File: src/rtl/rf_free_sequencer_if.sv
// Bundle of allocation, writeback, flush and free signals shared by the free
// sequencer and whatever drives it.
interface rf_free_sequencer_if #(
  parameter int name_width = 2
);
  logic                  ALLOC_E;
  logic [name_width-1:0] ALLOC_NAME;
  logic                  DONE_E_1;
  logic [name_width-1:0] DONE_NAME_1;
  logic                  DONE_E_2;
  logic [name_width-1:0] DONE_NAME_2;
  logic                  FLUSH_E;
  logic [name_width-1:0] FLUSH_NAME;
  logic [name_width-1:0] W_F;
  logic                  WFE;
  logic                  F_READY;
  logic [name_width:0]   COUNT;
  logic                  EMPTY;
  logic                  FULL;
  logic                  ERR;

  modport master (
    output ALLOC_E, ALLOC_NAME, DONE_E_1, DONE_NAME_1, DONE_E_2, DONE_NAME_2,
           FLUSH_E, FLUSH_NAME, F_READY,
    input  W_F, WFE, COUNT, EMPTY, FULL, ERR
  );

  modport slave (
    input  ALLOC_E, ALLOC_NAME, DONE_E_1, DONE_NAME_1, DONE_E_2, DONE_NAME_2,
           FLUSH_E, FLUSH_NAME, F_READY,
    output W_F, WFE, COUNT, EMPTY, FULL, ERR
  );
endinterface

File: src/rtl/rf_free_sequencer.sv
// In-order free sequencer for register-file write-queue names: tracks
// allocation order, writeback completion and flushes, then offers the oldest
// completed name for freeing.
module rf_free_sequencer #(
  parameter int name_width = 2,
  parameter int numNames   = 2**name_width
) (
  input  logic                 CLK,
  input  logic                 RST,
  rf_free_sequencer_if.slave   bus
);

  localparam logic [name_width:0] NUM_NAMES_W = (name_width+1)'(numNames);

  logic [name_width-1:0] head_q, head_d, tail_q, tail_d;
  logic [name_width:0]   count_q, count_d;
  logic [numNames-1:0]   valid_q, valid_d, done_q, done_d;
  logic                  err_q, err_d;

  logic                  empty, full, wfe_int, free_fire;
  logic                  flush_ok, alloc_fire, alloc_err;
  logic                  done_ok_1, done_ok_2;
  logic [name_width-1:0] flush_off;
  logic [numNames-1:0]   squash;

  assign empty     = (count_q == '0);
  assign full      = (count_q == NUM_NAMES_W);
  // Reset masks the free request so nothing is freed on the reset edge.
  assign wfe_int   = !RST && !empty && done_q[head_q];
  assign free_fire = wfe_int && bus.F_READY;

  assign flush_ok   = bus.FLUSH_E && valid_q[bus.FLUSH_NAME];
  assign flush_off  = bus.FLUSH_NAME - head_q;
  assign alloc_fire = bus.ALLOC_E && !flush_ok && !full && (bus.ALLOC_NAME == tail_q);
  assign alloc_err  = bus.ALLOC_E && !flush_ok && (full || (bus.ALLOC_NAME != tail_q));
  assign done_ok_1  = bus.DONE_E_1 && valid_q[bus.DONE_NAME_1];
  assign done_ok_2  = bus.DONE_E_2 && valid_q[bus.DONE_NAME_2];

  // Age of a name is its distance from head; anything older-than-tail and
  // farther than the flush name is squashed.
  generate
    for (genvar gi = 0; gi < numNames; gi++) begin : g_squash
      assign squash[gi] = valid_q[gi] && ((name_width'(gi) - head_q) > flush_off);
    end
  endgenerate

  always_comb begin
    head_d  = head_q;
    tail_d  = tail_q;
    count_d = count_q;
    valid_d = valid_q;
    done_d  = done_q;
    err_d   = err_q;

    if (done_ok_1) done_d[bus.DONE_NAME_1] = 1'b1;
    if (done_ok_2) done_d[bus.DONE_NAME_2] = 1'b1;

    if (flush_ok) begin
      valid_d = valid_d & ~squash;
      done_d  = done_d & ~squash;
      tail_d  = bus.FLUSH_NAME + 1'b1;
      count_d = {1'b0, flush_off} + (name_width+1)'(1) - (name_width+1)'(free_fire);
    end else begin
      count_d = count_q + (name_width+1)'(alloc_fire) - (name_width+1)'(free_fire);
    end

    if (free_fire) begin
      valid_d[head_q] = 1'b0;
      done_d[head_q]  = 1'b0;
      head_d          = head_q + 1'b1;
    end

    if (alloc_fire) begin
      valid_d[tail_q] = 1'b1;
      done_d[tail_q]  = 1'b0;
      tail_d          = tail_q + 1'b1;
    end

    if (alloc_err
        || (bus.DONE_E_1 && !valid_q[bus.DONE_NAME_1])
        || (bus.DONE_E_2 && !valid_q[bus.DONE_NAME_2])
        || (bus.FLUSH_E && !valid_q[bus.FLUSH_NAME])) begin
      err_d = 1'b1;
    end
  end

  always_ff @(posedge CLK) begin
    if (RST) begin
      head_q  <= '0;
      tail_q  <= '0;
      count_q <= '0;
      valid_q <= '0;
      done_q  <= '0;
      err_q   <= 1'b0;
    end else begin
      head_q  <= head_d;
      tail_q  <= tail_d;
      count_q <= count_d;
      valid_q <= valid_d;
      done_q  <= done_d;
      err_q   <= err_d;
    end
  end

  assign bus.W_F   = RST ? '0 : head_q;
  assign bus.WFE   = wfe_int;
  assign bus.COUNT = RST ? '0 : count_q;
  assign bus.EMPTY = RST || empty;
  assign bus.FULL  = !RST && full;
  assign bus.ERR   = !RST && err_q;

endmodule

File: src/flat_wrapper.sv
// flat-port wrapper written by rule: the top's interface ports become plain ports
module rf_free_sequencer_flat 
#(
  parameter int name_width = 2,
  parameter int numNames   = 2**name_width
)
  (CLK, RST, bus_ALLOC_E, bus_ALLOC_NAME, bus_DONE_E_1, bus_DONE_NAME_1, bus_DONE_E_2, bus_DONE_NAME_2, bus_FLUSH_E, bus_FLUSH_NAME, bus_F_READY, bus_W_F, bus_WFE, bus_COUNT, bus_EMPTY, bus_FULL, bus_ERR);
  rf_free_sequencer_if #(.name_width(name_width)) bus_i ();
  input  logic CLK;
  input  logic RST;
  input wire logic [$bits(bus_i.ALLOC_E)-1:0] bus_ALLOC_E;
  input wire logic [$bits(bus_i.ALLOC_NAME)-1:0] bus_ALLOC_NAME;
  input wire logic [$bits(bus_i.DONE_E_1)-1:0] bus_DONE_E_1;
  input wire logic [$bits(bus_i.DONE_NAME_1)-1:0] bus_DONE_NAME_1;
  input wire logic [$bits(bus_i.DONE_E_2)-1:0] bus_DONE_E_2;
  input wire logic [$bits(bus_i.DONE_NAME_2)-1:0] bus_DONE_NAME_2;
  input wire logic [$bits(bus_i.FLUSH_E)-1:0] bus_FLUSH_E;
  input wire logic [$bits(bus_i.FLUSH_NAME)-1:0] bus_FLUSH_NAME;
  input wire logic [$bits(bus_i.F_READY)-1:0] bus_F_READY;
  output wire logic [$bits(bus_i.W_F)-1:0] bus_W_F;
  output wire logic [$bits(bus_i.WFE)-1:0] bus_WFE;
  output wire logic [$bits(bus_i.COUNT)-1:0] bus_COUNT;
  output wire logic [$bits(bus_i.EMPTY)-1:0] bus_EMPTY;
  output wire logic [$bits(bus_i.FULL)-1:0] bus_FULL;
  output wire logic [$bits(bus_i.ERR)-1:0] bus_ERR;
  assign bus_i.ALLOC_E = bus_ALLOC_E;
  assign bus_i.ALLOC_NAME = bus_ALLOC_NAME;
  assign bus_i.DONE_E_1 = bus_DONE_E_1;
  assign bus_i.DONE_NAME_1 = bus_DONE_NAME_1;
  assign bus_i.DONE_E_2 = bus_DONE_E_2;
  assign bus_i.DONE_NAME_2 = bus_DONE_NAME_2;
  assign bus_i.FLUSH_E = bus_FLUSH_E;
  assign bus_i.FLUSH_NAME = bus_FLUSH_NAME;
  assign bus_i.F_READY = bus_F_READY;
  assign bus_W_F = bus_i.W_F;
  assign bus_WFE = bus_i.WFE;
  assign bus_COUNT = bus_i.COUNT;
  assign bus_EMPTY = bus_i.EMPTY;
  assign bus_FULL = bus_i.FULL;
  assign bus_ERR = bus_i.ERR;
  rf_free_sequencer #(.name_width(name_width), .numNames(numNames)) u_core (.CLK(CLK), .RST(RST), .bus(bus_i));
endmodule
File: config.mk
export PLATFORM = sky130hd
export DESIGN_NAME = rf_free_sequencer_flat
export DESIGN_NICKNAME = d
export VERILOG_FILES = /design/src/rtl/rf_free_sequencer_if.sv /design/src/rtl/rf_free_sequencer.sv /design/src/flat_wrapper.sv
export SDC_FILE = /design/constraint.sdc
export NUM_CORES = 1
export LEC_CHECK = 0
export CAP_MARGIN = 30
export CORE_UTILIZATION = 57
export DETAILED_ROUTE_END_ITERATION = 16
export PLACE_DENSITY = 0.95
export SYNTH_ARGS = -nofsm -noshare
export SYNTH_HDL_FRONTEND = slang
export SYNTH_SLANG_ARGS = --single-unit
File: constraint.sdc
create_clock -name CLK -period 4.7 [get_ports CLK]
set_clock_uncertainty 0.2 [all_clocks]
set_input_delay 1.41 -clock CLK [delete_from_list [all_inputs] [get_ports CLK]]
set_output_delay 1.41 -clock CLK [all_outputs]
set_load 0.01 [all_outputs]
## Yosys cells after proc, flatten, opt, wreduce, memory -nomap -nowiden

Index checks and enable logic that the tools add are counted.

- $add $sub $neg: 12
- Order comparisons: 13
- Equality and inequality tests: 3
- Multiplexer cells: 29
- Bitwise gates (word level): 11
- Reduce and logical (&&, ||, !) cells: 37

Operators with widths:

| kind | count |
|---|---|
| 2-to-1 mux 4 bit | 8 |
| logical AND 1 bit | 23 |
| bitwise AND 4 bit | 5 |
| < comparator 2 x 3 -> 1 bit, second input constant | 5 |
| NOT 4 bit | 3 |
| OR 4 bit | 3 |
| binary-select mux 1 bit (select 2 bit) | 4 |
| demux 1 bit (select 2 bit) | 4 |
| greater-or-equal comparator 2 x 1 -> 1 bit, second input constant | 4 |
| greater-than comparator 2 bit | 4 |
| 2-to-1 mux 1 bit | 8 |
| zero test 1 bit | 7 |
| adder 2 x 1 -> 2 bit, second input constant | 3 |
| 2-to-1 mux 2 bit | 3 |
| 2-to-1 mux 3 bit | 2 |
| subtractor 3 x 1 -> 3 bit | 2 |
| logical OR 1 bit | 5 |
| subtractor 1 x 2 -> 2 bit, first input constant | 2 |
| subtractor 2 bit, first input constant | 2 |
| adder 2 x 1 -> 3 bit, second input constant | 1 |
| adder 3 x 1 -> 3 bit | 1 |
| == test 3 bit, second input constant | 1 |
| zero test 3 bit | 1 |
| == test 2 bit | 1 |
| 3 further kinds | 3 |

- Bits in registers: 16
- Output and inout bits: 9
- Word-level logic and storage cells: 111

## Depth between registers and ports, before layout

Gate-level depths: netlist (run 1).

- Depth in word-level cells: 14
- Mapped depth: 11

## Worst setup path before layout (run 1)

No wires, ideal clock.

- Kind: input to output
- Start point: in RST
- End point: out bus_COUNT[0]
- Arrival time: 1.989 ns
- Data required time: 3.090 ns
- Path slack: 1.101 ns
- Stages: 3
- Path buffers: 2
- Cells stage by stage: buf_2 -> buf_1 -> nor2_1

- Word-level cells in the longest chain between the ends: 1

Ends and longest elaborated chain:

| item | line | RTL |
|---|---|---|
| start: declaration | flat_wrapper.sv:10 | `input logic RST;` |
| 2-to-1 mux 3 bit | rf_free_sequencer.sv:107 | `assign bus.COUNT = RST ? '0 : count_q;` |
| end: declaration | flat_wrapper.sv:22 | `output wire logic [$bits(bus_i.COUNT)-1:0] bus_COUNT;` |

No other way between the ends.

## Final worst setup path (run 1)

- Start point: in RST
- End point: out bus_COUNT[2]

The elaborated chain is that of the path after synthesis.

==> parameters.txt, run 1 <==
Parameter                              Value

Final layout
  Sequential standard cell area    320 um2
  Layout cells sized above 1    between 10% and 20%
  Number of filler instances in the final layout    around 160
  Final antenna diode count    0
  Total area of multi-input combinational cells    ~950 um2
  Non-filler instance count after layout    222
  Final cell area excluding filler cells    around 1700 um2
  Total Nets Final    222
  Growth of design area from synthesis to finish    20.0%

CTS
  Clock latency of the later-clocked register in the worst-skew pair    approximately 300 ps
  H-tree depth    1
  Num CTS Buffers    3
  CTS tree    built
  Clock sink count    16
  Clock transition at the registers of the reported paths    100 ps
  Total of cells resized after clock tree synthesis    0
  Cts-stage hold buffer count    0
  Max Buffers Root-to-Sink    2
  Buffer count from post-CTS setup fixing    0
  CTS root buffer    sky130_fd_sc_hd__clkbuf_4

Timing
  Final count of pins violating max slew    0
  Number of failing setup endpoints in the final timing report    0
  Worst setup slack after layout    339 ps
  Fin crit period    4360 ps
  Tightest Pin Transition    412 ps
  Number of failing hold endpoints at the final stage    0
  Unrepaired setup endpoints after global routing    false
  Total negative setup slack    0 ps
  Top achievable clock speed    0.229 GHz
  Share of the clock period used by the worst path after layout    92.8%
  Relative slew margins    just over 70%

Yosys
  Post-synth cell types    52
  Synth Register Bits    16
  Netlist Area Pre-Place    1380 um2
  Share of synthesized registers carrying an async set or reset    0%
  Fraction of the yosys area taken by sequential cells    a little under a quarter
  Post-synthesis average cell area    8.09 um2
  Total nets after synthesis    about 200
  Post-synth EDFFs    0
  Total of warnings raised by yosys    0
  Syn Inst Count    171
  Primary flip-flop cell chosen by synthesis mapping    sky130_fd_sc_hd__dfxtp_1

Global routing
  First-pass GRT wire length    approximately 5900 um
  Pin count of the biggest net entering global routing    21
  Number of global-route vias before repair    roughly 1,300
  GRT Residual Overflow    0
  Overall Global Routing Usage    30.9%
  Initial antenna violation count    0

Setup path
  Maximum cell stage delay along the critical path    between 500 and 600 ps
  Arr. time, crit path    2750 ps
  Startpoint type of the worst setup path    input port
  Logic depth of the worst register-to-register path    10
  R2R Setup Slk    approximately 1700 ps
  CP Capture Type    output port
  Terminus of the critical flop-to-flop path    u_core.count_q[2]
  CP Buf/Inv Count    3
  Worst-path fanout max    20
  Critical path's slowest cell    sky130_fd_sc_hd__clkdlybuf4s50_1
  Cell-by-cell trace of the critical path    clkdlybuf4s50_1 -> buf_4 -> nor2b_1 -> clkdlybuf4s50_1
  WP data required    around 3000 ps
  Crit-path leading delay family    buffers and inverters
  Critical path start-end classification    in -> out
  Worst path most repeated cell    sky130_fd_sc_hd__clkdlybuf4s50_1
  Launching point of the worst reg2reg path    u_core.head_q[0]

Pwr
  Leakage Power    0.627 nW
  Power per unit of standard cell area    200 nW/um2
  Max IR drop VDD    135 uV

Floorplanning
  Starting Density    61.3%
  Num ports    24
  Floorplan core area    2250 um2
  X dimension of the die    approximately 51 um
  Full die area    around 2600 um2
  Number of rows in the core area    17
  Die height    51.3 um

Worst hold path
  Number of instances on the worst hold path    4
  Path class of the lowest-slack min-delay path    reg -> reg
  Hold path startpoint    u_core.done_q[0]
  Endpoint, Worst Hold    u_core.done_q[0]

Route
  Final routed wire length divided by cell count    16.6 um
  Router iterations before antenna repair    4
  Routed Wire Length    3680 um
  Post-detailed-route via-to-cell ratio    6.09
  Drt first-iter violations    45
  DRC violation count after routing    0
  ANT nets after route    0
  Via total after detailed routing    1,351

Placement
  Gp weighted congestion    between 0.8 and 0.9
  Cell Count Post-Placement    218
  Number of buffers added on ports    23
  Detailed-placement wirelength estimate    2830 um
  Dpl cell area    about 1600 um2
  Post-Place Worst Slack    355 ps

Job
  Total of max-cap violations    0

Status
  Status    finished, final reports clean
-- routing by layer --
metal	track usage, %	part of all wire (%)
met1	36.4	41
met2	53.5	49
met3	5.36	7.2
met4	15.8	2.5
met5	0	0
-- cell families after synthesis --
logic type | Yosys count | share of synthesized area, %
adders and majority gates | 13 | 12.1
muxes | 6 | 5.79
AOI/OAI and AO/OA | 32 | 16.6
DFF | 16 | 23.2
and+or+nand+nor | 69 | 26.8
xor gates and xnor gates | 11 | 7.51
buffers and inverters | 24 | 8.05
-- final cells by class --
type,instances,area share [%]
tap,28,2.11
inverter,17,3.85
multi-input combinational,131,57.3
clock buffer,4,2.19
sequential,16,19.3
timing repair buffer,26,15.2
-- sequential cells by signal (all words and copies together), names as in the netlist --
name and flops:
u_core.count_q 3, u_core.valid_q 4, u_core.done_q 4, u_core.head_q 2, u_core.tail_q 2, u_core.err_q 1
-- synth_stat cells (3+ instances only) --
cell,number,area (um2)
sky130_fd_sc_hd__mux2i_1,3,30.0
sky130_fd_sc_hd__inv_1,17,63.8
sky130_fd_sc_hd__nor3_1,3,15.0
sky130_fd_sc_hd__a21oi_1,7,35.0
sky130_fd_sc_hd__ha_1,11,138
sky130_fd_sc_hd__o21ai_0,5,25.0
sky130_fd_sc_hd__nand2_1,13,48.8
sky130_fd_sc_hd__nor2_1,20,75.1
sky130_fd_sc_hd__xnor2_1,10,87.6
sky130_fd_sc_hd__or3_1,4,25.0
sky130_fd_sc_hd__dfxtp_1,16,320
sky130_fd_sc_hd__nand3_1,6,30.0
sky130_fd_sc_hd__nor2b_1,5,31.3
-- worst max path at each step --
stage	cells after the start	end	start
finish	4	bus_COUNT[2]	RST
global route	4	bus_COUNT[2]	RST
CTS	4	bus_COUNT[2]	RST
detailed placement	4	bus_COUNT[2]	RST
global placement	4	bus_COUNT[2]	RST
floorplan	3	bus_COUNT[0]	RST
-- worst min-delay path, cell delays in order, from the launching register on --
cell                       delay [ps]
sky130_fd_sc_hd__dfxtp_1          330
sky130_fd_sc_hd__inv_1             50
sky130_fd_sc_hd__a21oi_1           50
sky130_fd_sc_hd__o211ai_1          70
sky130_fd_sc_hd__nor2_1            40
-- layout by cell type, fill, tap and decap left out, drive strengths merged, types with 3 or more instances in the layout --
cell and count:
nor3 5, mux2i 5, nand2 14, clkbuf 4, dfxtp 16, inv 17
nor2b 5, or3 4, nand3 6, xnor2 10, ha 11, o21ai 5
a21oi 9, buf 3, nor2 20, clkdlybuf4s50 23
-- per-stage QoR --
stage / total power, mW / hold WS, ps / utilization [%]
floorplan: 0.201 / 322 / -
global placement: 0.230 / 348 / 72.0
detailed placement: 0.235 / 361 / 72.0
CTS: 0.330 / 376 / 73.6
global route: 0.347 / 406 / 73.6
finish: 0.332 / 377 / 73.6
-- where the power goes --
group	internal (mW)	switching (mW)	total [mW]
Sequential	0.141	0.00664	0.148
Combinational	0.0428	0.0445	0.0873
Clock	0.0473	0.0496	0.0969
Note: power is estimated with default switching activity, not from simulation.
==> inputs of run 2 (changes only) <==
Settings changed: CORE_MARGIN set to 8, REMOVE_ABC_BUFFERS set to 1.
==> parameters.txt, run 2 (synthesis gave the netlist of run 1 again) <==
Parameter                              Value

Route
  Post-detailed-route via-to-cell ratio    6.06
  Drt first-iter violations    roughly 160
  ANT nets after route    0
  Final routed wire length divided by cell count    16.4 um
  Router iterations before antenna repair    4
  Routed Wire Length    roughly 3700 um
  DRC violation count after routing    0
  Via total after detailed routing    around 1,400

Placement
  Detailed-placement wirelength estimate    2790 um
  Number of buffers added on ports    23
  Gp weighted congestion    0.890

Pwr
  Max IR drop VDD    151 uV
  Leakage Power    0.627 nW
  Power per unit of standard cell area    199 nW/um2
  Total power of the final layout    approximately 0.33 mW

Timing
  Tightest Pin Transition    497 ps
  Number of failing setup endpoints in the final timing report    0
  Share of the clock period used by the worst path after layout    between 90 and 100%
  Final count of pins violating max slew    0
  Relative slew margins    66.8%
  Fin crit period    4330 ps
  Number of failing hold endpoints at the final stage    0
  Top achievable clock speed    ~0.23 GHz
  Unrepaired setup endpoints after global routing    false
  Total negative setup slack    0 ps

Final layout
  Total Nets Final    222
  Final antenna diode count    0
  Number of filler instances in the final layout    188
  Commonest non-fill, non-tap cell in the layout    sky130_fd_sc_hd__clkdlybuf4s50_1
  Commonest cells after routing, fill and taps aside    sky130_fd_sc_hd__clkdlybuf4s50_1 (23), sky130_fd_sc_hd__nor2_1 (20), sky130_fd_sc_hd__inv_1 (17), sky130_fd_sc_hd__dfxtp_1 (16), sky130_fd_sc_hd__nand2_1 (13)
  Total area of multi-input combinational cells    951 um2
  Regs by FF count    u_core.done_q: 4 flops, u_core.valid_q: 4 flops, u_core.count_q: 3 flops
  Layout cells sized above 1    10.8%
  Growth of design area from synthesis to finish    20.2%
  Sequential standard cell area    320 um2

Setup path
  CP Capture Type    output port
  Startpoint type of the worst setup path    input port
  WP data required    3090 ps
  Critical path start-end classification    in -> out
  Arr. time, crit path    2720 ps
  Worst-path fanout max    16

Floorplanning
  Floorplan core area    2390 um2
  Starting Density    57.9%
  Num ports    24
  Full die area    4260 um2
  X dimension of the die    65.3 um
  Die height    65.3 um
  Number of rows in the core area    18

Global routing
  Initial antenna violation count    0
  First-pass GRT wire length    just over 6000 um
  Overall Global Routing Usage    17.4%
  Peak-usage layer in the global routing report    met2
  Global-route met3 utilization    2.89%
  Grt met2 use    31.0%
  GRT Residual Overflow    0
  GR Layer Usage met1    just under 20%
  Pin count of the biggest net entering global routing    17
  Number of global-route vias before repair    1,348

CTS
  Buffer count from post-CTS setup fixing    0
  Num CTS Buffers    3
  CTS root buffer    sky130_fd_sc_hd__clkbuf_4
  H-tree depth    1
  Clock latency of the later-clocked register in the worst-skew pair    ~290 ps
  Clock sink count    16
  Max Buffers Root-to-Sink    2
  Total of cells resized after clock tree synthesis    0
  CTS tree    built
  Clock transition at the registers of the reported paths    100 ps
  Cts-stage hold buffer count    0

Worst hold path
  Path class of the lowest-slack min-delay path    reg -> reg

Status
  Status    finished, final reports clean

Job
  Total of max-cap violations    0
-- run 2: critical path, cell delays in order --
cell	delay, ps
sky130_fd_sc_hd__clkdlybuf4s50_1	420
sky130_fd_sc_hd__buf_4	210
sky130_fd_sc_hd__nor2_1	120
sky130_fd_sc_hd__clkdlybuf4s50_1	560
-- run 2: stage by stage --
step	setup WS [ps]	utilization, %	instances	instance area (um2)	hold WS (ps)
after floorplan	1320	-	164	1340	322
after global placement	396	68.1	220	1630	352
after detailed placement	367	68.1	220	1630	361
after CTS	373	69.6	224	1660	374
after global routing	308	69.6	224	1660	423
final	370	69.6	224	1660	375
-- run 2: cell type report --
cell class / count / area share (%)
clock buffers: 4 / 2.18
inverters: 17 / 3.84
multi-input cells: 131 / 57.2
flip-flops and latches: 16 / 19.3
well taps: 30 / 2.26
repair buffers: 26 / 15.2
-- run 2: path summary, 6_finish.rpt --
check,to,depth (start not counted),startpoint,slack (ps)
max,bus_FULL,4,RST,370
min,u_core.done_q[1],2,u_core.done_q[1],370
max reg2reg,u_core.count_q[2],10,u_core.head_q[0],1680
min reg2reg,u_core.done_q[1],2,u_core.done_q[1],370
-- run 2: routing by layer --
metal  vias up  part of all wire [%]
li1        640                     -
met4         0                   3.5
met2        46                    50
met3        15                   4.7
met1       656                    41
met5         -                     0
-- run 2: where the power goes --
part	switching (mW)	leakage (nW)	internal (mW)	total, mW
clock network	0.0487	0.0210	0.0472	0.0959
registers	0.00612	0.130	0.141	0.147
logic	0.0446	0.476	0.0430	0.0876
